$ cat src/rtl/uart_pkg.sv
// Shared UART definitions: FSM state encoding common to transmitter and receiver,
// default bit period and frame length.
package uart_pkg;

  typedef logic [1:0] uart_state_t;

  localparam uart_state_t IDLE      = 2'd0;
  localparam uart_state_t START_BIT = 2'd1;
  localparam uart_state_t DATA_BITS = 2'd2;
  localparam uart_state_t STOP_BIT  = 2'd3;

  localparam int unsigned DEFAULT_C  = 87;
  localparam int unsigned FRAME_BITS = 10;
  localparam int unsigned DATA_W     = 8;

  // Line level for a given frame position; data bits go out LSB first.
  function automatic logic frame_bit(input uart_state_t st, input logic [DATA_W-1:0] data,
                                     input logic [2:0] idx);
    case (st)
      START_BIT: return 1'b0;
      DATA_BITS: return data[idx];
      default:   return 1'b1;
    endcase
  endfunction

endpackage

$ cat src/rtl/uart_bit_timer.sv
// Bit-period timer: tick is high on count C-1, counter then wraps to 0; clear holds it at 0.
// Latency: first tick C cycles after clear drops; no backpressure.
module uart_bit_timer
  import uart_pkg::*;
#(
  parameter int unsigned C = DEFAULT_C
) (
  input  logic PCLK,
  input  logic PRESETn,
  input  logic clear,
  output logic tick
);

  localparam int unsigned CW = (C > 1) ? $clog2(C) : 1;

  logic [CW-1:0] cnt_q, cnt_d;

  assign tick = (cnt_q == CW'(C - 1));

  always_comb begin
    cnt_d = cnt_q + CW'(1);
    if (clear || tick) cnt_d = '0;
  end

  always_ff @(posedge PCLK or negedge PRESETn) begin
    if (!PRESETn) cnt_q <= '0;
    else          cnt_q <= cnt_d;
  end

endmodule

$ cat src/rtl/uart_transmitter.sv
// 8N1 UART transmitter with a one-byte holding register; line starts one cycle after accept.
// Backpressure: tx_ready low while the holding register is full; tx_start then is dropped.
module uart_transmitter
  import uart_pkg::*;
#(
  parameter int unsigned C = DEFAULT_C
) (
  input  logic       PCLK,
  input  logic       PRESETn,
  input  logic       tx_start,
  input  logic [7:0] tx_data,
  output logic       tx_ready,
  output logic       tx_busy,
  output logic       tx_done,
  output logic       tx_serial
);

  uart_state_t state_q, state_d;
  logic [7:0]  shift_q, shift_d;
  logic [7:0]  hold_q, hold_d;
  logic        hold_full_q, hold_full_d;
  logic [2:0]  idx_q, idx_d;
  logic        serial_q, serial_d;
  logic        done_q, done_d;

  logic tick, timer_clr;
  logic accept, last_stop, chain_load, direct_load, hold_load;

  assign timer_clr = (state_q == IDLE);

  uart_bit_timer #(.C(C)) u_bit_timer (
    .PCLK    (PCLK),
    .PRESETn (PRESETn),
    .clear   (timer_clr),
    .tick    (tick)
  );

  // A direct load on the final stop cycle is only possible with the holding register empty,
  // since accept itself requires it; so direct_load and chain_load never coincide.
  assign accept      = tx_start && !hold_full_q;
  assign last_stop   = (state_q == STOP_BIT) && tick;
  assign chain_load  = last_stop && hold_full_q;
  assign direct_load = accept && ((state_q == IDLE) || last_stop);
  assign hold_load   = accept && !direct_load;

  always_ff @(posedge PCLK or negedge PRESETn) begin
    if (!PRESETn) state_q <= IDLE;
    else          state_q <= state_d;
  end

  always_comb begin
    state_d = state_q;
    case (state_q)
      IDLE:      if (direct_load) state_d = START_BIT;
      START_BIT: if (tick) state_d = DATA_BITS;
      DATA_BITS: if (tick && (idx_q == 3'd7)) state_d = STOP_BIT;
      STOP_BIT:  if (tick) state_d = (chain_load || direct_load) ? START_BIT : IDLE;
      default:   state_d = IDLE;
    endcase
  end

  always_comb begin
    shift_d     = shift_q;
    hold_d      = hold_q;
    hold_full_d = hold_full_q;
    idx_d       = idx_q;
    if (direct_load)     shift_d = tx_data;
    else if (chain_load) shift_d = hold_q;
    if (hold_load) begin
      hold_d      = tx_data;
      hold_full_d = 1'b1;
    end else if (chain_load) begin
      hold_full_d = 1'b0;
    end
    if ((state_q == START_BIT) && tick)      idx_d = 3'd0;
    else if ((state_q == DATA_BITS) && tick) idx_d = idx_q + 3'd1;
  end

  // Outputs are computed from next-state values so the registered line lines up with the state.
  always_comb begin
    serial_d = frame_bit(state_d, shift_d, idx_d);
    done_d   = last_stop;
  end

  always_ff @(posedge PCLK or negedge PRESETn) begin
    if (!PRESETn) begin
      shift_q     <= '0;
      hold_q      <= '0;
      hold_full_q <= 1'b0;
      idx_q       <= '0;
      serial_q    <= 1'b1;
      done_q      <= 1'b0;
    end else begin
      shift_q     <= shift_d;
      hold_q      <= hold_d;
      hold_full_q <= hold_full_d;
      idx_q       <= idx_d;
      serial_q    <= serial_d;
      done_q      <= done_d;
    end
  end

  assign tx_serial = serial_q;
  assign tx_done   = done_q;
  assign tx_busy   = (state_q != IDLE);
  assign tx_ready  = !hold_full_q;

endmodule

$ cat config.mk
export PLATFORM = sky130hd
export DESIGN_NAME = uart_transmitter
export DESIGN_NICKNAME = d
export VERILOG_FILES = /design/src/rtl/uart_pkg.sv /design/src/rtl/uart_bit_timer.sv /design/src/rtl/uart_transmitter.sv
export SDC_FILE = /design/constraint.sdc
export NUM_CORES = 1
export LEC_CHECK = 0
export ABC_CLOCK_PERIOD_IN_PS = 2600
export CORE_ASPECT_RATIO = 1.1
export CORE_MARGIN = 8
export CORE_UTILIZATION = 54
export CTS_BUF_LIST = sky130_fd_sc_hd__clkbuf_8
export DETAILED_ROUTE_END_ITERATION = 12
export PLACE_DENSITY_LB_ADDON = 0.12
export SLEW_MARGIN = 0
export SYNTH_ARGS = -nofsm -noshare
export SYNTH_HDL_FRONTEND = slang
export SYNTH_SLANG_ARGS = --single-unit
export TNS_END_PERCENT = 20
$ cat constraint.sdc
create_clock -name PCLK -period 2.6 [get_ports PCLK]
set_clock_uncertainty 0.1 [all_clocks]
set_input_delay 0.52 -clock PCLK [delete_from_list [all_inputs] [get_ports PCLK]]
set_output_delay 0.52 -clock PCLK [all_outputs]
set_load 0.01 [all_outputs]
# [After elaboration in Yosys (flattened, before gate mapping)]
# Cells that the tools add are included.
[totals] in_bits=11 ff_bits=31 word_cells=50 output_inout_bits=4
[op_classes] magnitude_cmp=1 reduce_logical=16 n_addsub=2 n_eq_ne=7 mux=16
[ops] op="$mux W8" count=2
[ops] op="$logic_and A1 B1 Y1" count=8
[ops] op="$mux W2" count=4
[ops] op="$pmux W2 S4" count=1
[ops] op="$add A7 B1 Y7 const B" count=1
[ops] op="$eq A7 B7 Y1 const B" count=1
[ops] op="$mux W7" count=1
[ops] op="$eq A2 B2 Y1 const B" count=3
[ops] op="$mux W3" count=2
[ops] op="$eq A2 B1 Y1 const B" count=2
[ops] op="$lt A3 B4 Y1 const B" count=1
[ops] op="$mux W1" count=4
[ops] op="$reduce_bool A2 Y1" count=2
[ops] op="$add A3 B1 Y3 const B" count=1
[ops] op="$bmux W1 S3" count=1
[ops] op="$eq A3 B3 Y1 const B" count=1
[ops] op="$logic_or A1 B1 Y1" count=3
[ops] op="$logic_not A1 Y1" count=2
[ops] op="$logic_not A2 Y1" count=1
[ops] op="$pmux W1 S2" count=1

# [Depth between registers and ports, before layout]
# Gate-level depths: netlist (run 1).
[logic_depth] ltp_word=10 ltp_mapped=11

# [Hierarchy]
# A second synthesis (run 1) with hierarchy kept.
[hier_totals] cells_unflattened=166 hier_area_um2=1740.4
[by_module_without_submodules] mod="uart_transmitter" area_per_inst_um2=1406.3 cells_per_inst=133 n_inst=1 seq_area_each_um2=601.8
[by_module_without_submodules] mod="uart_bit_timer" area_per_inst_um2=334.1 cells_per_inst=33 n_inst=1 seq_area_each_um2=175.2

# [Worst setup path after synthesis (run 1)]
# OpenSTA, ideal clock, no wires.
[synth_path] path_kind="reg-to-reg" from="register u_bit_timer.cnt_q[0]" to="register serial_q, in the netlist tx_serial" setup_ps=81 n_path_buf=1 stages_incl_launch_ff=12 path_slack_ps=91 synth_period_minus_slack_ps=2509 arrival_ps=2328 cell_sequence="dfrtp_1 -> inv_1 -> ha_1 -> and4bb_1 -> buf_6 -> and2_4 -> a221oi_4 -> inv_2 -> or4b_1 -> o211ai_1 -> o21ba_1 -> a211oi_2"
[synth_between] elab_cells_between_ends=24
[synth_rtl] item="from (decl)" line_no="uart_bit_timer.sv:16" source="logic [CW-1:0] cnt_q, cnt_d;"
[synth_rtl] item="from (signal assigned)" line_no="uart_bit_timer.sv:27" source="else cnt_q <= cnt_d;"
[synth_rtl] item="$eq A7 B7 Y1 (*)" line_no="uart_bit_timer.sv:18" source="assign tick = (cnt_q == CW'(C - 1));"
[synth_rtl] item="$logic_and A1 B1 Y1" line_no="uart_transmitter.sv:76" source="else if ((state_q == DATA_BITS) && tick) idx_d = idx_q + 3'd1;"
[synth_rtl] item="$mux W3" line_no="uart_transmitter.sv:76"
[synth_rtl] item="$mux W3 (*)" line_no="uart_transmitter.sv:75" source="if ((state_q == START_BIT) && tick) idx_d = 3'd0;"
[synth_rtl] item="via idx_d[1]" line_no="uart_transmitter.sv:22" source="logic [2:0] idx_q, idx_d;"
[synth_rtl] item="$bmux W1 S3 (*)" line_no="uart_pkg.sv:21" source="DATA_BITS: return data[idx];"
[synth_rtl] item="$mux W1 (not written as such) (*)" line_no="uart_pkg.sv:21"
[synth_rtl] item="$pmux W1 S2 (*)" line_no="uart_pkg.sv:19" source="case (st)"
[synth_rtl] item="via serial_d" line_no="uart_transmitter.sv:23" source="logic serial_q, serial_d;"
[synth_rtl] item="to (signal assigned)" line_no="uart_transmitter.sv:98" source="serial_q <= serial_d;"
[synth_rtl] item="to (decl)" line_no="uart_transmitter.sv:23"
# The timed path passes the listed nets; every way through them passes the cells marked *. The select of a mux whose other input is x is not followed.
# A chain may end at the register's enable or synchronous reset.

# [Worst setup path after layout (run 1)]
[layout_path] from="register u_bit_timer.cnt_q[1]" to="register serial_q, in the netlist tx_serial"
[layout_between] elab_chain_len=10 elab_cells_between_ends=24
[layout_lines] item="$eq A7 B7 Y1 (*)" line_no="uart_bit_timer.sv:18"
[layout_lines] item="$logic_and A1 B1 Y1" line_no="uart_transmitter.sv:41" source="assign last_stop = (state_q == STOP_BIT) && tick;"
[layout_lines] item="$logic_or A1 B1 Y1" line_no="uart_transmitter.sv:43" source="assign direct_load = accept && ((state_q == IDLE) || last_stop);"
[layout_lines] item="$logic_and A1 B1 Y1" line_no="uart_transmitter.sv:43"
[layout_lines] item="$logic_or A1 B1 Y1" line_no="uart_transmitter.sv:57" source="STOP_BIT: if (tick) state_d = (chain_load || direct_load) ? START_BIT : IDLE;"
[layout_lines] item="$mux W1" line_no="uart_transmitter.sv:57"
[layout_lines] item="$mux W2" line_no="uart_transmitter.sv:57"
[layout_lines] item="$pmux W2 S4" line_no="uart_transmitter.sv:53" source="case (state_q)"
[layout_lines] item="$eq A2 B2 Y1 / $eq A2 B1 Y1 (equally long branches)" line_no="uart_pkg.sv:19"
[layout_lines] item="$pmux W1 S2 (*)" line_no="uart_pkg.sv:19"
[layout_lines] item="via serial_d" line_no="uart_transmitter.sv:23"
# Marked as above.

==> results of run 1 <==
-- cells in the final DEF, fill, tap and decap left out, drive strengths merged, types with 2 or more instances in the layout --
cell and count:
dfrtp 30, xor2 5, nor2 16, nand4 2, mux2i 8, mux2 8, and3 8, o32a 2
a211o 2, a31oi 2, or4b 2, inv 13, nand3 6, a21oi 3, o21ba 2, a211oi 13
clkdlybuf4s50 14, nand2 7, clkbuf 5, nor2b 3, buf 19, ha 4, o21ai 6, and2 3
-- report_power, final --
group / internal (W) / switching [W]
Sequential: 0.000488 / 0.00000439
Clock: 0.000179 / 0.000174
Combinational: 0.0000415 / 0.0000428
Total: 0.000709 / 0.000221
-- flip-flops by register name (all words and copies together) (netlist names) --
name	flops
state_q	2
tx_serial	1
idx_q	3
u_bit_timer.cnt_q	7
tx_done	1
hold_q	8
shift_q	8
hold_full_q	1
-- routing by layer --
layer / wire [µm] / up-vias / part of all wire (%) / track usage [%]
met5: 0 / - / 0 / 0
met4: 93 / 0 / 2.3 / 6.92
met3: 215 / 14 / 5.2 / 5.47
met2: 1910 / 54 / 46 / 25.1
met1: 1900 / 704 / 46 / 20.5
li1: - / 673 / - / -
-- timing repair --
| action | CTS | global route |
|---|---|---|
| endpoints found under the setup margin | 0 | 1 |
| hold buffers | 0 | 0 |
| buffers inserted | 0 | 3 |
| gates resized for setup | 0 | 9 |
-- metrics by stage --
step	setup slack, ns	hold slack (ns)	std cells	total power [W]
after global routing	-0.00946	0.430	234	0.000980
after floorplan	0.0912	0.124	168	0.000533
after global placement	0.0661	0.385	223	0.000576
final	0.0940	0.398	234	0.000930
after CTS	0.0477	0.399	231	0.000935
after detailed placement	0.00709	0.384	223	0.000579
-- final timing paths --
kind                        endpoint  cells past startpoint  slack, ns                 start
setup / recovery           tx_serial                     10       0.09  u_bit_timer.cnt_q[1]
hold / removal             hold_q[2]                      1       0.40             hold_q[2]
setup reg to reg           tx_serial                     10       0.09  u_bit_timer.cnt_q[1]
hold reg to reg            hold_q[2]                      1       0.40             hold_q[2]
max in group asynchronous  tx_serial                      2       1.55               PRESETn
min in group asynchronous  hold_q[6]                      2       0.53               PRESETn
-- logic make-up (layout without fill, tap and decap cells) --
family | Yosys count | in the layout
XOR/XNOR | 6 | 6
AO/OA/AOI/OAI | 37 | 37
AND/OR/NAND/NOR | 54 | 54
multiplexers | 16 | 16
flip-flops | 31 | 31
adder cells (fa/ha/maj) | 4 | 4
buffers and inverters | 20 | 52
-- cell type report --
class / instances / area [µm²]
clock buffer: 5 / 68.8
clock inverter: 3 / 12.5
fill: 236 / 925
inverter: 11 / 41.3
multi-input combinational: 117 / 898
sequential: 31 / 777
tap: 34 / 42.5
timing repair buffer: 33 / 283
==> summary.md, run 1 <==
For this configuration, the core starts out at a cell density of 56.9%. The clock tree synthesis step divided the H-tree into 2 levels. The analysis attributes to cell leakage a power of 1.04 nW. Of the total synthesized cell area, the portion taken by XOR and XNOR cells is 3.03%. Via count normalized by instance count: 6.18.

Setup violations remaining at the end of the flow were counted as 0. The compound-gate portion of the synthesized area is 17.1%. The run gives 168 as the count of mapped cells out of synthesis. The tools report the endpoint class of the critical path as a flip-flop. Entering global routing, the biggest net connects 32 pins. For the final routed database, the setup TNS stands at 0 ns. The tools report the count of vias placed by the detailed router as 1445.

At the worst endpoint, the arrival time is 2.62 ns. The mean area per synthesized cell came out at 10.3 µm². The run gives 183 as the total nets after synthesis. The largest single stage delay on the critical path is 0.53 ns.

The fraction of final layout cells with drive strength greater than 1 works out to 24.5%. For the wire length of the first global-routing pass, the log shows 6870 µm. In the synthesized netlist the dominant register cell turns out to be sky130_fd_sc_hd__dfrtp_1. The number of ports placed on the die boundary is 15, and the net total in the final layout is 214. The final standard cell area without fillers is 2120 µm². The cell type of the slowest stage on the worst timing path was sky130_fd_sc_hd__or4b_1.

0 antenna diodes ended up in the layout. The total of flip-flops plus latches after synthesis was 31. The cell taking the most area after synthesis was sky130_fd_sc_hd__dfrtp_1. In this run the cell area of the synthesized design comes to 1730 µm². Number of antenna violations at the first check in global routing: 0. The achievable clock frequency is 399 MHz. The later pin in the worst-skew pair is clocked with a latency of 0.28 ns. The area growth from synthesis to layout is 22.5%. Of the post-synthesis cell area, the part taken by muxes is 9.82%. After layout, the worst path uses 96.4% of the clock period.

The cell area after placement is 1990 µm². Measured against its own limit, the worst slew margin works out to 58.9%. The floorplan step defined a die boundary enclosing 5280 µm². The tools report the iteration-0 DRC count of the detailed router as 92. The minimum clock period came out at 2.51 ns.

The max-cap violation count came out at 0. Summed over all nets, the half-perimeter wirelength after detailed placement is 2860 µm. STA classifies the critical path startpoint as a flip-flop.

The logs give 0 for the total global routing overflow and 31 for the count of clock tree sinks. STA puts the critical path data required time at 2.71 ns. Classification of the worst setup path: reg -> reg. The clock passes through at most 2 buffers.

The final count of pins violating max slew was 0; the power density relative to cell area was 438 nW/µm². The run gives 4 as the number of detailed-routing iterations run before antenna repair. The largest family of logic cells by synthesized area is simple AND/OR/NAND/NOR gates. After synthesis, the share of flip-flops with an asynchronous set or reset is 100%. The commonest cells after synthesis are sky130_fd_sc_hd__dfrtp_1 (30), sky130_fd_sc_hd__nor2_1 (16), sky130_fd_sc_hd__a211oi_1 (12), sky130_fd_sc_hd__inv_1 (10). For this run, design rule violations remaining after detail routing come to 0. The width of the die is 70.0 µm, and the post-layout utilization of the core is 69.7%. After clock tree synthesis, the clock-pin slew on the worst setup and hold paths is 0.06 ns.

The floorplan has 21 rows. Basic-gate share of the synthesized area counting and, or, nand and nor cells: 17.3%. Of the synthesized area, sequential elements account for 44.8%. In this run, synthesis inferred 0 flip-flops with an integrated enable. The kind of cell with the highest combined delay along the critical path is simple AND/OR/NAND/NOR gates.

Buffers placed on the I/O ports in this run total 14. The final layout contains routed wiring with a total length of 4110 µm. The height of the die was 75.4 µm; the arithmetic-cell share of the synthesized area counting full adders, half adders and majority gates was 2.89%. The worst min-delay path category was reg -> reg. The flow ran to the end, and the final reports show no timing, DRC or antenna violations.

The largest fanout of any net on the critical path came out at 7. Global routing consumed, over all layers together, 16.3% of the routing resources. The netlist uses 46 different library cells.

The maximum vdd ir drop was 0.310 mV. Counting both buffers and inverters, the worst setup path holds a total of 2. The cell with the most instances on the worst path is sky130_fd_sc_hd__buf_4.

The critical path goes through ha_2 > and4bb_2 > buf_4 > buf_4 > a21oi_2 > a211oi_1 > or4b_1 > o211ai_1 > o21ba_1 > a211oi_2. Summed over its instances, the top area cell type makes up 43.3% of the synthesized netlist area. The congestion estimate from routability-driven global placement came to 0.868.

At the pin with the least slew margin, the transition time is 0.614 ns. The number of global-route vias before repair is 1458. TritonCTS built the clock tree. The per-cell routed wire length is 17.6 µm.

For this run, the number of Yosys warnings is 0. After synthesis, the cell types taking the most area are sky130_fd_sc_hd__dfrtp_1 (43%), sky130_fd_sc_hd__a211oi_1 (5.2%), sky130_fd_sc_hd__mux2_2 (5.2%). The root buffer cell was sky130_fd_sc_hd__clkbuf_8. Core area: 3050 µm². Among all cell types in the netlist, the one instantiated most often is sky130_fd_sc_hd__dfrtp_1.

The logs give 0 for the number of hold violations in the final report and 0 for the number of nets with antenna violations after routing. The CTS buffer count was 5.
No activity file was read; power rests on OpenSTA's default activity.
==> run 2: changes to the inputs <==
--- a/config.mk
+++ b/config.mk
@@ -7,10 +7,10 @@
 export LEC_CHECK = 0
 export ABC_CLOCK_PERIOD_IN_PS = 2600
 export CORE_ASPECT_RATIO = 1.1
-export CORE_MARGIN = 8
 export CORE_UTILIZATION = 54
 export CTS_BUF_LIST = sky130_fd_sc_hd__clkbuf_8
 export DETAILED_ROUTE_END_ITERATION = 12
+export MAX_ROUTING_LAYER = met4
 export PLACE_DENSITY_LB_ADDON = 0.12
 export SLEW_MARGIN = 0
 export SYNTH_ARGS = -nofsm -noshare
==> run 2 against run 1 <==
Non-clock buffer count is 1 lower; critical endpoint unchanged; utilization up 0.33 points; register-to-register slack improved by 0.03 ns; critical path type unchanged; via count fell by 1.3%; clock power is 2% lower; clock-buffer cell count stayed put; highest routed layer unchanged; worst hold slack worse by 0.0023 ns; sequential share of layout area is 0.17 points lower.
==> summary.md, run 2 (synthesis results as in run 1) <==
The total placed cells including tap cells was 223 (unchanged); the final worst slack was 0.119 ns (was 0.0940 ns). The achievable clock frequency is 403 MHz (was 399 MHz). The logs give 25.8% (was 16.3%) for the total global routing track utilization and 3050 µm² (unchanged) for the core area. For the sequential standard cell area, the log shows 777 µm² (unchanged).

The max-cap violation count was 0 (unchanged). The fraction of final layout cells with drive strength greater than 1 came out at 23.1% (was 24.5%). The run gives 6360 µm (was 6870 µm) as the wire length of the first global-routing pass. The cell type of the slowest stage on the worst timing path is sky130_fd_sc_hd__or4b_4 (was sky130_fd_sc_hd__or4b_1).

The tools report the number of placement rows as 21 (unchanged). The total met2 wirelength after detailed routing came out at 1900 µm (was 1910 µm). For the pre-CTS worst setup slack, the log shows -0.0107 ns (was 0.00709 ns). The clock transition at the registers of the reported paths was 0.06 ns (about the same). The flow ran to the end, and the final reports show no timing, DRC or antenna violations. The actual slew at the worst max-slew pin is 0.603 ns (was 0.614 ns). The run gives 3440 µm² (was 5280 µm²) as the overall die area. For the total of fill cells in the finished design, the log shows 235 (was 236).

The tools report the endpoint of the lowest-slack register-to-register path as tx_serial (unchanged). The uppermost metal layer occupied by signal nets is met4 (unchanged). For the non-filler instance count after layout, the log shows 233 (was 234). The part of the cycle the worst path needs is 95.4% (was 96.4%), and the clock latency at the later pin of the worst-skew pair is 0.28 ns (about the same). Number of levels in the clock H-tree: 2 (unchanged). The tools report the number of setup violations in the final report as 0 (unchanged).

The starting density of the core is 56.9% (unchanged), and the depth of the worst hold-timing path is 1 (unchanged). The cell area after placement was 1990 µm² (unchanged). The tools report the nature of the critical path startpoint as a flip-flop (unchanged). For the number of ports placed on the die boundary, the log shows 15 (unchanged). Top Registers: hold_q (8), shift_q (8), u_bit_timer.cnt_q (7) (unchanged).

Post-synthesis to final-layout area growth: 23.1% (was 22.5%). The classification of the worst setup path was reg -> reg (unchanged). Critical path required time: 2.70 ns (was 2.71 ns). The via count normalized by instance count works out to 6.12 (was 6.18). The largest net degree at the start of global routing is 32 (unchanged). The logs give 0 (unchanged) for the number of antenna violations at the first check in global routing and 4 (unchanged) for the number of detailed-routing iterations run before antenna repair.

The tools report the count of clock tree sinks as 31 (unchanged). Cells along the critical path: ha_2 > and4bb_4 > and2_4 > a221oi_4 > inv_2 > or4b_4 > o2111ai_2 > o21ba_4 > a211oi_2 (was ha_2 > and4bb_2 > buf_4 > buf_4 > a21oi_2 > a211oi_1 > or4b_1 > o211ai_1 > o21ba_1 > a211oi_2). For the static leakage, the log shows 1.05 nW (was 1.04 nW). The maximum vdd ir drop was 0.362 mV (was 0.310 mV); the minimum clock period was 2.48 ns (was 2.51 ns). The number of port buffers was 14 (unchanged).

The net total in the final layout is 213 (was 214), and the power density relative to cell area is 432 nW/µm² (was 438 nW/µm²). The height of the die works out to 61.4 µm (was 75.4 µm). The aggregate routed wire length was 3990 µm (was 4110 µm). The number of antenna cells inserted is 0 (unchanged), and the number of remaining DRC errors is 0 (unchanged).

The total global routing overflow was 0 (unchanged); the total area of multi-input combinational cells was 917 µm² (was 898 µm²). The maximum clock insertion buffer count is 2 (unchanged), and the largest fanout of any net on the critical path is 6 (was 7). The endpoint of the worst hold-timing path is hold_q[3] (was hold_q[2]).

Cts-stage hold buffer count: 0 (unchanged). The per-cell routed wire length was 17.1 µm (was 17.6 µm); the count of vias placed by the detailed router was 1426 (was 1445). The most common cell after layout, fill and taps aside is sky130_fd_sc_hd__dfrtp_1 (unchanged).

Delay of the slowest cell on the worst path: 0.49 ns (was 0.53 ns). Number of cells on the worst reg-to-reg path: 9 (was 10). The final HPWL from detailed placement came out at 2760 µm (was 2860 µm). The routability-driven placement congestion ratio is 0.921 (was 0.868), and the width of the die is 56.0 µm (was 70.0 µm). The tools report the CTS buffer count as 5 (unchanged). The critical register-to-register path startpoint was u_bit_timer.cnt_q[1] (unchanged).

Most used cells in the layout excluding fill and tap cells: sky130_fd_sc_hd__dfrtp_1 (30), sky130_fd_sc_hd__buf_4 (18), sky130_fd_sc_hd__nor2_1 (16) (was sky130_fd_sc_hd__dfrtp_1 (30), sky130_fd_sc_hd__buf_4 (19), sky130_fd_sc_hd__nor2_1 (16)). The tools report the data arrival time of the worst path as 2.58 ns (was 2.62 ns). The tools report the normalized max-slew margin as 59.7% (was 58.9%). The final standard cell area without fillers was 2130 µm² (was 2120 µm²). For the slack of the worst reg-to-reg path, the log shows 0.12 ns (was 0.09 ns). Number of hold violations in the final report: 0 (unchanged). Post-route total power: 0.000921 W (was 0.000930 W). Number of global-route vias before repair: 1405 (was 1458). TritonCTS built the clock tree. The tools report the endpoint class of the critical path as a flip-flop (unchanged). The total length of routed met3 wires is 224 µm (was 215 µm). The launch point of the worst hold path was hold_q[3] (was hold_q[2]).

The root buffer cell was sky130_fd_sc_hd__clkbuf_8 (unchanged). The number of nets with antenna violations after routing is 0 (unchanged), and the routed metal-1 wire length is 1780 µm (was 1900 µm). For the final count of pins violating max slew, the log shows 0 (unchanged).

The iteration-0 DRC count of the detailed router is 77 (was 92). Worst min-delay path category: reg -> reg (unchanged). The sum of negative setup slack is 0 ns (unchanged).
## run 2: changes by cell type in the layout (fill, tap and decap cells not counted), sizes merged
cell	before	now
clkinv	1	0
buf	19	18
inv	13	14
## run 2: repair_timing
action	in CTS	in global routing
setup buffers	0	2
endpoints found under the setup margin	1	1
pin swaps	0	2
resized for setup	1	10
## run 2: worst max path at each step
stage / startpoint / endpoint / slack, ns / cells past startpoint
2_1_floorplan: u_bit_timer.cnt_q[0] / tx_serial / 0.09 / 11
3_3_place_gp: tx_start / tx_serial / 0.06 / 8
3_5_place_dp: tx_start / tx_serial / -0.01 / 8
4_1_cts: u_bit_timer.cnt_q[1] / tx_serial / 0.008 / 9
5_1_grt: u_bit_timer.cnt_q[0] / tx_serial / -0.0003 / 10
6_report: u_bit_timer.cnt_q[1] / tx_serial / 0.12 / 9
## run 2: worst max-delay path: cells and delay by family, from the launching register on
family,cells,cell delay (ns)
fa+ha+maj,1,0.19
flops,1,0.40
compound gates,4,0.77
buf+inv,1,0.07
simple gates,3,0.88
## run 2: metal layers
| metal | global-route usage [%] | vias up |
|---|---|---|
| met4 | 14.6 | 0 |
| met5 | - | - |
| met1 | 31.1 | 701 |
| met3 | 6.93 | 8 |
| li1 | - | 674 |
| met2 | 39.8 | 43 |
## run 2: stage by stage
step                      hold WS [ns]  utilization (%)
after global routing             0.415             70.0
final                            0.395             70.0
after global placement           0.381             65.3
after CTS                        0.401             67.9
after floorplan                  0.124                -
after detailed placement         0.388             65.3
## run 2: final cells by class
type                    count  share of cell area [%]
clock buffers               5                    3.23
clock inverters             3                   0.528
inverters                  11                    1.94
multi-input cells         117                    43.0
flip-flops and latches     31                    36.4
well taps                  34                    1.99
repair buffers             32                    12.9
## run 2: where the power goes
part	switching (W)	internal, W
sequential	0.00000452	0.000488
clock	0.000169	0.000178
combinational	0.0000412	0.0000404
